--- src/rtl/fifo_uart_tx.sv ---
// FIFO-draining 8N1 UART transmitter: pops one word per frame and shifts it out LSB-first.
// Optional even-parity bit between data and stop is enabled by defining FIFO_UART_TX_PARITY_EN.
module fifo_uart_tx #(
  parameter int DBIT     = 8,
  parameter int SB_TICK  = 16,
  parameter int BAUD_DIV = 651
) (
  input  logic            clk,
  input  logic            reset,
  input  logic            empty,
  input  logic [DBIT-1:0] r_data,
  output logic            rd,
  output logic            tx,
  output logic            tx_busy,
  output logic            tx_done
);

  localparam int DW = (BAUD_DIV > 1) ? $clog2(BAUD_DIV) : 1;
  localparam int NW = (DBIT > 1) ? $clog2(DBIT) : 1;

`ifdef FIFO_UART_TX_PARITY_EN
  typedef enum logic [2:0] {IDLE, START, DATA, PARITY, STOP} state_t;
`else
  typedef enum logic [1:0] {IDLE, START, DATA, STOP} state_t;
`endif

  state_t          state;
  logic [DBIT-1:0] shreg;
  logic [3:0]      s;
  logic [NW-1:0]   n;
  logic [DW-1:0]   div;
  logic            tick;
`ifdef FIFO_UART_TX_PARITY_EN
  logic            par;
`endif

  // rd, tx_busy and tx_done must be valid in the very cycle the condition arises,
  // so they are decoded from registered state rather than registered themselves.
  assign tick    = (state != IDLE) && (div == DW'(BAUD_DIV - 1));
  assign rd      = reset && (state == IDLE) && !empty;
  assign tx_busy = (state != IDLE) || rd;
  assign tx_done = (state == STOP) && tick && (s == 4'(SB_TICK - 1));

  always_ff @(posedge clk) begin
    if (!reset) begin
      state <= IDLE;
      tx    <= 1'b1;
      shreg <= '0;
      s     <= '0;
      n     <= '0;
      div   <= '0;
`ifdef FIFO_UART_TX_PARITY_EN
      par   <= 1'b0;
`endif
    end else begin
      if (state != IDLE) begin
        div <= tick ? '0 : div + DW'(1);
      end
      case (state)
        IDLE: begin
          tx <= 1'b1;
          if (!empty) begin
            shreg <= r_data;
`ifdef FIFO_UART_TX_PARITY_EN
            par   <= ^r_data;
`endif
            s     <= '0;
            n     <= '0;
            div   <= '0;
            tx    <= 1'b0;
            state <= START;
          end
        end
        START: begin
          if (tick) begin
            if (s == 4'd15) begin
              s     <= '0;
              tx    <= shreg[0];
              state <= DATA;
            end else begin
              s <= s + 4'd1;
            end
          end
        end
        DATA: begin
          if (tick) begin
            if (s == 4'd15) begin
              s     <= '0;
              shreg <= {1'b0, shreg[DBIT-1:1]};
              if (n == NW'(DBIT - 1)) begin
`ifdef FIFO_UART_TX_PARITY_EN
                tx    <= par;
                state <= PARITY;
`else
                tx    <= 1'b1;
                state <= STOP;
`endif
              end else begin
                n  <= n + NW'(1);
                tx <= shreg[1];
              end
            end else begin
              s <= s + 4'd1;
            end
          end
        end
`ifdef FIFO_UART_TX_PARITY_EN
        PARITY: begin
          if (tick) begin
            if (s == 4'd15) begin
              s     <= '0;
              tx    <= 1'b1;
              state <= STOP;
            end else begin
              s <= s + 4'd1;
            end
          end
        end
`endif
        STOP: begin
          if (tick) begin
            if (s == 4'(SB_TICK - 1)) begin
              s     <= '0;
              tx    <= 1'b1;
              state <= IDLE;
            end else begin
              s <= s + 4'd1;
            end
          end
        end
        default: begin
          tx    <= 1'b1;
          state <= IDLE;
        end
      endcase
    end
  end

endmodule

--- config.mk ---
export PLATFORM = sky130hd
export DESIGN_NAME = fifo_uart_tx
export DESIGN_NICKNAME = d
export VERILOG_FILES = /design/src/rtl/fifo_uart_tx.sv
export SDC_FILE = /design/constraint.sdc
export NUM_CORES = 1
export LEC_CHECK = 0
export CAP_MARGIN = 25
export CORE_MARGIN = 4
export CORE_UTILIZATION = 56
export DETAILED_ROUTE_END_ITERATION = 12
export MAX_ROUTING_LAYER = met4
export PLACE_DENSITY = 0.78
export SETUP_SLACK_MARGIN = 0.2
export SYNTH_ARGS = -nofsm -noshare
export SYNTH_HDL_FRONTEND = slang
export SYNTH_SLANG_ARGS = --single-unit
export TNS_END_PERCENT = 50
--- constraint.sdc ---
create_clock -name clk -period 3.12 [get_ports clk]
set_clock_uncertainty 0.1 [all_clocks]
set_input_delay 0.468 -clock clk [delete_from_list [all_inputs] [get_ports clk]]
set_output_delay 0.468 -clock clk [all_outputs]
set_load 0.02 [all_outputs]
# Word-level counts from Yosys, hierarchy flattened
# Index checks and enable logic that the tools add are counted.
[classes]
reduce_logical = 16
eq_ne = 16
addsub = 3
muxes = 35
[ops]
columns = ["cell", "n"]
rows = [
  ["$mux W10", 4],
  ["$mux W8", 3],
  ["$mux W2", 8],
  ["$ne A2 B2 Y1 const B", 8],
  ["$pmux W8 S2", 1],
  ["$mux W3", 4],
  ["$mux W4", 3],
  ["$add A10 B1 Y10 const B", 1],
  ["$eq A10 B10 Y1 const B", 1],
  ["$mux W1", 8],
  ["$pmux W2 S4", 1],
  ["$pmux W4 S2", 1],
  ["$reduce_and A8 Y1", 1],
  ["$pmux W3 S2", 1],
  ["$reduce_and A6 Y1", 1],
  ["$logic_and A1 B1 Y1", 5],
  ["$reduce_and A5 Y1", 1],
  ["$add A4 B1 Y4 const B", 1],
  ["$eq A2 B2 Y1 const B", 2],
  ["$eq A4 B4 Y1 const B", 1],
  ["$ne A2 B1 Y1 const B", 2],
  ["$pmux W1 S4", 1],
  ["$reduce_and A4 Y1", 1],
  ["$reduce_bool A2 Y1", 2],
  ["8 further kinds", 8],
]
[word_totals]
word_cells = 76
inputBits = 11
regBits = 28

# Depth between registers and ports, before layout
[logic_depth]
word_depth = 6
ltp_mapped = 7
mapped_depth_nobuf = 6

# Worst setup path after synthesis
# OpenSTA, ideal clock, no wires.
[synth_timing]
path_type = "register to output"
startpoint = "reg state[0]"
endpoint = "out tx_done"
arrival_ns = 2.011
required_ns = 2.552
stages_incl_launch_ff = 7
n_path_buf = 1
slack_ns = 0.541
path_cell_list = "dfxtp_1 -> inv_1 -> ha_1 -> or4b_1 -> nor4_4 -> buf_6 -> and2_1"
[synth_via]
elab_chain_len = 4
word_cells_on_any_way = 5
cone_classes = "eq/ne: 1; reduce/logical: 4"
[synth_lines]
columns = ["item", "line", "source"]
rows = [
  ["start: declaration", "27", "state_t state;"],
  ["start signal: assignment", "46", "state <= IDLE;"],
  ["start signal: assignment", "71", "state <= START;"],
  ["start signal: assignment", "79", "state <= DATA;"],
  ["$reduce_bool A2 Y1", "39", "assign tick = (state != IDLE) && (div == DW'(BAUD_DIV - 1));"],
  ["$logic_and A1 B1 Y1", "39", ""],
  ["$logic_and A1 B1 Y1 (*) (2 in a row)", "42", "assign tx_done = (state == STOP) && tick && (s == 4'(SB_TICK - 1));"],
  ["end: declaration", "15", "output logic tx_done"],
]
# Every way passes the cells marked *; elsewhere a longest branch is shown, timed or not.

# Worst setup path in the final report
[layout_timing]
startpoint = "reg state[1]"
endpoint = "out tx_done"
# Same word-level chain as after synthesis.

==> results.md <==
* Cell taking the most area after synthesis: dfxtp_1
* Slew @ Worst Pin at 563.2 ps
* Worst Setup End Kind: output pin
* Setup bufs post-CTS at 0
* Final #Nets at 214
* Static Leak at 0.6635 nW
* Remaining Overflow, GRT at 0
* Number of synthesized flops with an enable pin at 0
* Worst reg2reg startpoint: state[1]
* Met2 GRT Util at 0.3420
* Hpwl dp at 2447 µm
* CP Launch Type: register
* Outcome: complete, no violations
* Data required, critical path at 2550 ps
* CP Class: reg2out
* Antenna cell count at 0
* Clk sinks at 28
* Io pins at 15
* H-tree depth at 1
* Worst min-delay path startpoint: n[2]
* Flip-flop and latch count after synthesis at 28
* Cell count after synthesis at 180
* Cell variety after synth at 40
* TritonRoute pass-1 iters at 4
* GR Util All Layers at 0.2123
* Worst-path maximum fanout at 4
* Commonest non-fill, non-tap cell in the layout: dfxtp_1
* Share of cells above drive strength 1 at 0.06771
* Die width at 60.96 µm
* Final cycle utilization of the critical path at 0.9070
* Core Area at 2567 µm²
* IO buf count at 14
* First-pass GRT wire length at 5706 µm
* Starting Density at 0.6116
* Top Usage Layer GRT: met2
* Flop2flop setup slack at 700 ps
* CTS Buffer Depth at 2
* Seq/Total Area, Yosys at 0.3570
* DR vias/cell at 6.108
* GR Util met3 at 0.03404
* CP endpoint: tx_done
* Worst rel slew slack at 0.6225
* Largest net degree at the start of global routing at 24
* Most frequent cells in the layout: dfxtp_1 (27), nand2_1 (16), a21oi_1 (15), clkdlybuf4s50_1 (13), nand3_1 (12)
* Critical Path Start: state[1]
* Synth Flop Type: dfxtp_1
* DR iter-0 viols at 78
* Routed len/inst at 14.86 µm
* Final Hold Fails at 0
* Hold WC Path Type: reg2reg
* Top cell type's share of synthesized area at 0.3570
* DP Worst Slack at 349.0 ps
* CTS Buf Count at 3
* Syn avg cell area at 8.724 µm²
* Critical path arrival at 2260 ps
* Worst reg2reg endpoint: n[0]
* Synth Warn # at 0
* Count of pins over their slew limit at 0
* Endpoints failing setup at 0
* Syn Nets at 200
* Layout Area Growth over Synthesis at 11.95%
* Max cap viols at 0
* Share of flip-flops with an asynchronous set or reset at 0
* Initial antenna violation count at 0
* Worst reg2reg path depth at 7
* Post-Synthesis Cell Area at 1570 µm²
* Die Span Y at 60.96 µm
* RD Place Congestion at 0.8434
* Setup TNS at 0 ps
* Post-route DRC at 0
* Fmax at 0.3534 GHz
* Die area at 3716 µm²
* PD cells at 658.0 nW/µm²
* Number of global-route vias before repair at 1270
* DRT antenna net count at 0
* Root Driver: clkbuf_4
* Maximum VDD drop at 0.0006565 V
* Synth area leaders: dfxtp_1 (36%), ha_1 (7.2%), mux2i_1 (6.4%)
* Clock latency on the worst-skew pair at 320 ps
* CTS tree: done
* GR Util met1 at 0.2685
* Worst-path clk slew at 130 ps
* Vias at 1356
* Crit path time final at 2830 ps
* Drt total wl at 3300 µm
* Unrepaired setup endpoints after global routing: yes
* PnR worst setup slack at 290.2 ps
* # rows at 18
==> Yosys cell counts (all sizes together), types with 3 or more instances <==
cell and instances:
o21ai 7, or3 4, mux2i 10, o221ai 5, nand2b 6, nand3 12, ha 9, nor2 10
clkbuf 7, a21oi 15, inv 6, xnor2 6, and2 3, nand2 16, dfxtp 28, nor3 4
==> worst min-delay path by stage <==
stage                      end  slack (ps)  cells past startpoint
after floorplan           n[1]         350                      2
after CTS                 n[1]         390                      2
after global routing      n[2]         420                      2
final                     n[2]         390                      2
after detailed placement  n[1]         370                      2
after global placement    n[1]         360                      2
==> where the power goes <==
group / switching, W / internal, W
Combinational: 0.000309 / 0.000223
Clock: 0.0000987 / 0.0000453
Sequential: 0.0000530 / 0.000428
Total: 0.000461 / 0.000696
==> timing repair <==
item                       4_1_cts  5_1_grt
pin swaps                        0        0
hold buffers                     0        0
setup endpoints to repair        1        2
gates resized for setup          1        2
==> worst max-delay path, stage by stage (launching register included) <==
cell and delay [ps]:
dfxtp_1 390, inv_1 80, ha_1 190, or4b_1 610, nor4_4 200, and2_1 150
dlygate4sd2_1 320
==> state kept, by name (all words and copies together) (netlist names) <==
name,flops
div,10
n,3
s,4
shreg,8
state,2
tx,1
==> logic make-up (layout without fill, tap and decap cells) <==
| family | count (synthesis) | count (layout) | synth area share |
|---|---|---|---|
| compound gates | 42 | 42 | 0.1785 |
| xor+xnor | 8 | 8 | 0.04462 |
| fa+ha+maj | 9 | 9 | 0.07171 |
| buf+inv | 16 | 28 | 0.04542 |
| flops | 28 | 28 | 0.3570 |
| mux | 10 | 10 | 0.06375 |
| simple gates | 67 | 67 | 0.2391 |
==> final cells by class <==
type                    instances  area [µm²]
multi-input cells             136       940.9
inverters                       7       26.28
flip-flops and latches         28       561.8
repair buffers                 18       168.9
well taps                      30       37.54
clock buffers                   3       22.52
fillers                       234       809.5
==> layer usage <==
| layer | vias up | part of all wire |
|---|---|---|
| li1 | 675 | - |
| met1 | 645 | 0.46 |
| met2 | 32 | 0.49 |
| met3 | 4 | 0.035 |
| met4 | 0 | 0.011 |
| met5 | - | 0 |
==> metrics by stage <==
step                power (W)  std cells  hold slack (ps)    util  area, µm²
floorplan           0.0008652        180            350.2       -       1570
global placement    0.0009978        219            360.8  0.6750       1733
detailed placement   0.001015        219            374.9  0.6750       1733
CTS                  0.001161        222            394.8  0.6832       1754
global route         0.001262        222            418.8  0.6847       1758
finish               0.001157        222            394.3  0.6847       1758
Power figures use the tool's default switching activity.
